[config.mk]
export PLATFORM = sky130hd
export DESIGN_NAME = rf_wb_scheduler_flat
export DESIGN_NICKNAME = d
export VERILOG_FILES = /design/src/rtl/rf_wb_pkg.sv /design/src/rtl/rf_wb_scheduler_if.sv /design/src/rtl/rf_wb_scoreboard.sv /design/src/rtl/rf_wb_scheduler.sv /design/src/flat_wrapper.sv
export SDC_FILE = /design/constraint.sdc
export NUM_CORES = 1
export LEC_CHECK = 0
export BUFFER_PORTS_ARGS = -buffer_cell sky130_fd_sc_hd__buf_2
export CELL_PAD_IN_SITES_DETAIL_PLACEMENT = 1
export CELL_PAD_IN_SITES_GLOBAL_PLACEMENT = 1
export CORE_UTILIZATION = 30
export CTS_CLUSTER_DIAMETER = 40
export CTS_CLUSTER_SIZE = 28
export DETAILED_ROUTE_END_ITERATION = 6
export GPL_TIMING_DRIVEN = 0
export PLACE_DENSITY_LB_ADDON = 0.1
export SYNTH_ARGS = -nofsm -noshare
export SYNTH_HDL_FRONTEND = slang
export SYNTH_SLANG_ARGS = --single-unit
[constraint.sdc]
create_clock -name clk_i -period 2.8 [get_ports clk_i]
set_input_delay 0.56 -clock clk_i [delete_from_list [all_inputs] [get_ports clk_i]]
set_output_delay 0.56 -clock clk_i [all_outputs]
set_load 0.01 [all_outputs]
[src/rtl/rf_wb_pkg.sv]
// Shared constants and helpers for the register-file writeback scheduler.
package rf_wb_pkg;

  localparam int rf_wb_src_pipe_gp = 0;

  // Never returns 0, so single-entry structures still get a 1-bit index.
  function automatic int rf_wb_safe_clog2(input int x);
    return (x <= 1) ? 1 : $clog2(x);
  endfunction

endpackage

[src/rtl/rf_wb_scheduler_if.sv]
// Writeback request bus between the N sources and the scheduler.
// valid/ready: a source raises v[i] with addr/data stable and holds them until yumi[i] is
// seen high in the same cycle; yumi is combinational and v must never depend on yumi.
interface rf_wb_scheduler_if #(
  parameter int width_p      = 32,
  parameter int addr_width_p = 5,
  parameter int num_src_p    = 3
);
  logic [num_src_p-1:0]              v;
  logic [num_src_p*addr_width_p-1:0] addr;
  logic [num_src_p*width_p-1:0]      data;
  logic [num_src_p-1:0]              yumi;
  logic                              stall;

  modport master (output v, addr, data, input yumi, stall);
  modport slave  (input v, addr, data, output yumi, stall);
endinterface

[src/rtl/rf_wb_scoreboard.sv]
// Per-register pending bits for in-flight long-latency results; a set beats a clear
// to the same register in the same cycle.
module rf_wb_scoreboard
  import rf_wb_pkg::*;
#(
  parameter int els_p      = 32,
  parameter int zero_reg_p = 1,
  localparam int addr_width_lp = rf_wb_safe_clog2(els_p)
) (
  input  logic                     clk_i,
  input  logic                     reset_n_i,
  input  logic                     set_v_i,
  input  logic [addr_width_lp-1:0] set_addr_i,
  input  logic                     clr_v_i,
  input  logic [addr_width_lp-1:0] clr_addr_i,
  output logic [els_p-1:0]         pending_o
);

  logic [els_p-1:0] set_hot;
  logic [els_p-1:0] clr_hot;

  always_comb begin
    set_hot = set_v_i ? (els_p'(1) << set_addr_i) : '0;
    if (zero_reg_p != 0) set_hot[0] = 1'b0;
    clr_hot = clr_v_i ? (els_p'(1) << clr_addr_i) : '0;
  end

  always_ff @(posedge clk_i or negedge reset_n_i) begin
    if (!reset_n_i) begin
      pending_o <= '0;
    end else begin
      pending_o <= (pending_o & ~clr_hot) | set_hot;
    end
  end

endmodule

[src/rtl/rf_wb_scheduler.sv]
// Owns the RF write port: src 0 (pipeline) has priority, srcs 1..N-1 round-robin and
// preempt src 0 after max_wait_p consecutive denied cycles.
module rf_wb_scheduler
  import rf_wb_pkg::*;
#(
  parameter int width_p    = 32,
  parameter int els_p      = 32,
  parameter int num_src_p  = 3,
  parameter int max_wait_p = 8,
  parameter int zero_reg_p = 1,
  localparam int addr_width_lp = rf_wb_safe_clog2(els_p),
  localparam int wait_width_lp = rf_wb_safe_clog2(max_wait_p + 1),
  localparam int src_width_lp  = rf_wb_safe_clog2(num_src_p)
) (
  input  logic                     clk_i,
  input  logic                     reset_n_i,
  rf_wb_scheduler_if.slave         bus,
  output logic                     w_v_o,
  output logic [addr_width_lp-1:0] w_addr_o,
  output logic [width_p-1:0]       w_data_o,
  input  logic                     sb_set_v_i,
  input  logic [addr_width_lp-1:0] sb_set_addr_i,
  output logic [els_p-1:0]         sb_pending_o,
  output logic [wait_width_lp-1:0] dbg_wait_cnt_o,
  output logic [src_width_lp-1:0]  dbg_rr_ptr_o
);

  typedef struct packed {
    logic [addr_width_lp-1:0] addr;
    logic [width_p-1:0]       data;
  } rf_wb_req_s;

  rf_wb_req_s req [num_src_p];

  for (genvar i = 0; i < num_src_p; i++) begin : g_req
    assign req[i] = {bus.addr[i*addr_width_lp +: addr_width_lp],
                     bus.data[i*width_p +: width_p]};
  end

  // rr_ptr names the long-latency source searched first on the next arbitration.
  logic [src_width_lp-1:0]  rr_ptr;
  logic [wait_width_lp-1:0] wait_cnt;

  logic                     any_hi;
  logic                     starve;
  logic                     hi_found;
  logic [src_width_lp-1:0]  hi_idx;
  logic [src_width_lp-1:0]  cand_idx;
  int                       cand;
  logic                     gnt_v;
  logic [src_width_lp-1:0]  gnt_idx;
  logic                     gnt_hi;
  logic                     gnt_drop;
  logic [num_src_p-1:0]     yumi;
  rf_wb_req_s               gnt_req;

  always_comb begin
    any_hi   = |bus.v[num_src_p-1:1];
    starve   = (wait_cnt == wait_width_lp'(max_wait_p)) && any_hi;
    hi_found = 1'b0;
    hi_idx   = '0;
    cand     = 0;
    cand_idx = '0;
    for (int k = 0; k < num_src_p - 1; k++) begin
      cand     = ((int'(rr_ptr) - 1 + k) % (num_src_p - 1)) + 1;
      cand_idx = src_width_lp'(cand);
      if (!hi_found && bus.v[cand_idx]) begin
        hi_found = 1'b1;
        hi_idx   = cand_idx;
      end
    end

    gnt_v   = 1'b0;
    gnt_idx = '0;
    if (bus.v[rf_wb_src_pipe_gp] && !starve) begin
      gnt_v   = 1'b1;
      gnt_idx = src_width_lp'(rf_wb_src_pipe_gp);
    end else if (hi_found) begin
      gnt_v   = 1'b1;
      gnt_idx = hi_idx;
    end

    yumi     = gnt_v ? (num_src_p'(1) << gnt_idx) : '0;
    gnt_hi   = gnt_v && (gnt_idx != src_width_lp'(rf_wb_src_pipe_gp));
    gnt_req  = req[gnt_idx];
    gnt_drop = (zero_reg_p != 0) && (gnt_req.addr == '0);
  end

  // Handshake outputs are forced quiet while reset is held, without waiting for a clock.
  assign bus.yumi  = reset_n_i ? yumi : '0;
  assign bus.stall = reset_n_i & bus.v[rf_wb_src_pipe_gp] & ~yumi[rf_wb_src_pipe_gp];

  always_ff @(posedge clk_i or negedge reset_n_i) begin
    if (!reset_n_i) begin
      w_v_o    <= 1'b0;
      w_addr_o <= '0;
      w_data_o <= '0;
      rr_ptr   <= src_width_lp'(1);
      wait_cnt <= '0;
    end else begin
      w_v_o <= gnt_v && !gnt_drop;
      if (gnt_v && !gnt_drop) begin
        w_addr_o <= gnt_req.addr;
        w_data_o <= gnt_req.data;
      end

      if (gnt_hi) begin
        rr_ptr <= (gnt_idx == src_width_lp'(num_src_p - 1)) ? src_width_lp'(1)
                                                             : gnt_idx + 1'b1;
      end

      if (gnt_hi || !any_hi) begin
        wait_cnt <= '0;
      end else if (wait_cnt != wait_width_lp'(max_wait_p)) begin
        wait_cnt <= wait_cnt + 1'b1;
      end
    end
  end

  rf_wb_scoreboard #(
    .els_p      (els_p),
    .zero_reg_p (zero_reg_p)
  ) scoreboard (
    .clk_i      (clk_i),
    .reset_n_i  (reset_n_i),
    .set_v_i    (sb_set_v_i),
    .set_addr_i (sb_set_addr_i),
    .clr_v_i    (gnt_hi),
    .clr_addr_i (gnt_req.addr),
    .pending_o  (sb_pending_o)
  );

  assign dbg_wait_cnt_o = wait_cnt;
  assign dbg_rr_ptr_o   = rr_ptr;

endmodule

[src/flat_wrapper.sv]
// flat-port wrapper written by rule: the top's interface ports become plain ports
module rf_wb_scheduler_flat import rf_wb_pkg::*;
#(
  parameter int width_p    = 32,
  parameter int els_p      = 32,
  parameter int num_src_p  = 3,
  parameter int max_wait_p = 8,
  parameter int zero_reg_p = 1,
  localparam int addr_width_lp = rf_wb_safe_clog2(els_p),
  localparam int wait_width_lp = rf_wb_safe_clog2(max_wait_p + 1),
  localparam int src_width_lp  = rf_wb_safe_clog2(num_src_p)
)
  (clk_i, reset_n_i, w_v_o, w_addr_o, w_data_o, sb_set_v_i, sb_set_addr_i, sb_pending_o, dbg_wait_cnt_o, dbg_rr_ptr_o, bus_v, bus_addr, bus_data, bus_yumi, bus_stall);
  rf_wb_scheduler_if #(.width_p(width_p), .addr_width_p((5)), .num_src_p(num_src_p)) bus_i ();
  input  logic clk_i;
  input  logic reset_n_i;
  output logic w_v_o;
  output logic [addr_width_lp-1:0] w_addr_o;
  output logic [width_p-1:0] w_data_o;
  input  logic sb_set_v_i;
  input  logic [addr_width_lp-1:0] sb_set_addr_i;
  output logic [els_p-1:0] sb_pending_o;
  output logic [wait_width_lp-1:0] dbg_wait_cnt_o;
  output logic [src_width_lp-1:0] dbg_rr_ptr_o;
  input wire logic [$bits(bus_i.v)-1:0] bus_v;
  input wire logic [$bits(bus_i.addr)-1:0] bus_addr;
  input wire logic [$bits(bus_i.data)-1:0] bus_data;
  output wire logic [$bits(bus_i.yumi)-1:0] bus_yumi;
  output wire logic [$bits(bus_i.stall)-1:0] bus_stall;
  assign bus_i.v = bus_v;
  assign bus_i.addr = bus_addr;
  assign bus_i.data = bus_data;
  assign bus_yumi = bus_i.yumi;
  assign bus_stall = bus_i.stall;
  rf_wb_scheduler #(.width_p(width_p), .els_p(els_p), .num_src_p(num_src_p), .max_wait_p(max_wait_p), .zero_reg_p(zero_reg_p)) u_core (.clk_i(clk_i), .reset_n_i(reset_n_i), .bus(bus_i), .w_v_o(w_v_o), .w_addr_o(w_addr_o), .w_data_o(w_data_o), .sb_set_v_i(sb_set_v_i), .sb_set_addr_i(sb_set_addr_i), .sb_pending_o(sb_pending_o), .dbg_wait_cnt_o(dbg_wait_cnt_o), .dbg_rr_ptr_o(dbg_rr_ptr_o));
endmodule
==> impl_metrics.ini <==
[outcome]
status = finished, final reports clean

[floorplan]
start_util_pct = 31.2
core_region_area_um2 = 12800
die-area_um2 = 13700
rows = 41
die_y_um = 117
die-width_um = 117
io_pins = 202

[placed_design]
gp_congestion = 0.799
dp_hpwl_um = 10800
io_buffers = 199

[detailed_routing]
drt-initial-drc-count = 145
ant_nets = 0
vias = 3986
routed_wl_um = 14100
routed_via_density = 5.06
firstDrtPassIters = 4
drc_errors = 0
wl_per_cell_um = 17.9

[global_routing]
grt_pass1_wl_um = 21400
grt_use_total_pct = 20.8
grt_overflow_total = 0
grt_max_degree = 49
grt_antenna_before_repair = 2
grt_pass1_vias = 4022

[final_layout]
final_core_util_pct = 44.3
regArea_um2 = 1900
nNetsFinal = 734
fillerInstances = 1545
drive_above_1_share_pct = 46.3
area_delta_synth_final_pct = 41.9
multi_input_area_um2 = 2060

[cts]
clkTransAtPathRegs_ns = 0.06
cts.sinks = 76
numCtsBuffers = 9
cts_buffer_depth = 2
root_buffer = clkbuf_16
cts_tree = done
htreeDepth = 3
clk_latency_ns = 0.34

[setup_path]
rr_endpoint = u_core.w_data_o[20]
r2r_cells = 10
cp_top_family = simple AND/OR/NAND/NOR gates
crit_required_ns = 3.01
path_class = reg2reg
r2r_start = u_core.dbg_wait_cnt_o[0]
worst-r2r-setup-slack_ns = 0.14
path_cells = inv_1, ha_2, nand3b_4, o31a_1, or2_4, o2bb2ai_4, nor4_4, o21ai_4, buf_4, mux2_1
crit_buf_inv = 2
crit_path_max_fanout = 7
worst_ep_arrival_time_ns = 2.87
critPathLaunchType = flip-flop
worstSetupEndpointType = flip-flop
critPathSlowestCell = dfrtp_2
critical-path-max-stage-delay_ns = 0.44

[timing]
setup_violations = 0
period_share_pct = 94.9
clock_skew_ns = 0.00899
finalWorstPathRequiredPeriod_ns = 2.66
relSlewSlack_pct = 61.4
hold_viol = 0
fin_tns_setup_ns = 0
tightestPinTransition_ns = 0.574
rsz0062_at_grt = no
max_freq_mhz = 376
slew_viol_final = 0

[power]
p_leak_nw = 2.75
cellPowerDensity_nw_per_um2 = 722
ir_drop_uv = 295

[logic_synthesis]
yosysWarnings = 0
synth_top_area_cell = dfrtp_1
yosys-top-cells-count = 99 x o21ai_0, 75 x dfrtp_1, 48 x nand2_1, 34 x a22oi_1, 28 x mux2_4
ys.flop_type = dfrtp_1
syn-cell-area_um2 = 3990
ys_seq_area_share_pct = 47.8
synth_top_area_share_pct = 47.1
yosys_register_bits = 76
yosysMostFrequentCell = o21ai_0
avgSynthCellArea_um2 = 10.1
syn_inst = 394
synthArstFlopShare_pct = 100
synth_edf_count = 0
synth.area.top_cells = dfrtp_1 47%, o21ai_0 12%, mux2_4 11%, a22oi_1 6.4%, nand2_1 4.5%
synth_fp_nets = 518
yosysUniqueCellTypes = 42

[hold_path]
hold_path.class = in2async

[job]
drv_cap = 0
state kept, by name, summed over array words and instances (netlist names):
register	flops
u_core.dbg_rr_ptr_o	2
u_core.dbg_wait_cnt_o	4
u_core.scoreboard.pending_o	32
u_core.w_addr_o	5
u_core.w_data_o	32
u_core.w_v_o	1
layout by cell type, fill, tap and decap left out, types with 3 or more instances in the layout:
cell type,count
buf_2,202
o21ai_0,97
dfrtp_1,74
nand2_1,48
a22oi_1,32
mux2_4,28
nand3_1,12
clkbuf_1,11
nor2_1,10
clkbuf_16,9
buf_4,7
nand2b_1,6
mux2_1,6
inv_1,3
o21a_1,3
clkbuf_2,3
o31ai_1,3
buf_6,3
a21oi_1,3
clkinv_4,3
how the worst max path moves through the flow:
stage	startpoint	to	depth (start not counted)
2_1_floorplan	u_core.dbg_wait_cnt_o[0]	u_core.w_addr_o[2]	10
3_3_place_gp	bus_v[0]	u_core.w_data_o[7]	10
3_5_place_dp	bus_v[0]	u_core.w_data_o[7]	10
4_1_cts	u_core.dbg_wait_cnt_o[0]	u_core.scoreboard.pending_o[2]	10
5_1_grt	u_core.dbg_rr_ptr_o[1]	u_core.w_data_o[20]	8
6_report	u_core.dbg_wait_cnt_o[0]	u_core.w_data_o[20]	10
cells by family (layout without fill, tap and decap cells):
kind of cell / count (synthesis) / count (layout) / synth area share (%)
multiplexers: 36 / 36 / 12.8
AND/OR/NAND/NOR: 95 / 95 / 11.5
adder cells (fa/ha/maj): 2 / 2 / 0.628
XOR/XNOR: 2 / 2 / 0.440
flip-flops: 76 / 76 / 47.8
buffers and inverters: 25 / 246 / 3.01
other: 0 / 1 / 0
AO/OA/AOI/OAI: 158 / 158 / 23.9
report_power, final:
part	switching [W]	internal [W]
Sequential	0.000173	0.00139
Clock	0.000468	0.000604
Combinational	0.000791	0.000656
worst reg2reg max path, cell delays in order (launching register included):
cell	delay, ns
dfrtp_2	0.44
inv_1	0.07
ha_2	0.20
nand3b_4	0.13
o31a_1	0.31
or2_4	0.31
o2bb2ai_4	0.15
nor4_4	0.29
o21ai_4	0.14
buf_4	0.20
mux2_1	0.31
timing repair:
item	in CTS	in global routing
endpoints found under the setup margin	57	62
resized for setup	11	16
setup buffers	1	5
hold buffers	0	0
endpoints found under the hold margin	0	0
pin swaps	2	4
metal layers:
metal | part of all wire [%] | up-vias | GRT usage (%)
li1 | - | 1881 | -
met1 | 44 | 1961 | 26.3
met2 | 49 | 129 | 35.8
met3 | 6.3 | 13 | 4.69
met4 | 1.1 | 2 | 5.49
met5 | 0.092 | - | 0
metrics by stage:
stage / setup slack [ns] / instance area (um2) / cells / hold WS [ns] / power (W)
after floorplan: 0.139 / 3990 / 394 / 0.264 / 0.00234
after CTS: 0.00888 / 5550 / 782 / 0.172 / 0.00410
final: 0.142 / 5660 / 788 / 0.161 / 0.00408
after detailed placement: -0.380 / 5230 / 766 / 0.471 / 0.00299
after global placement: -0.353 / 5200 / 765 / 0.468 / 0.00295
after global routing: 0.00213 / 5660 / 788 / 0.192 / 0.00436
area by class of cell:
cell class / count / area share [%]
antenna: 1 / 0.0442
buffer: 21 / 1.95
clock buffer: 9 / 3.98
clock inverter: 7 / 0.929
inverter: 3 / 0.199
multi-input combinational: 293 / 36.5
sequential: 76 / 33.7
tap: 172 / 3.81
timing repair buffer: 206 / 18.9
(Power assumes the default switching activity.)
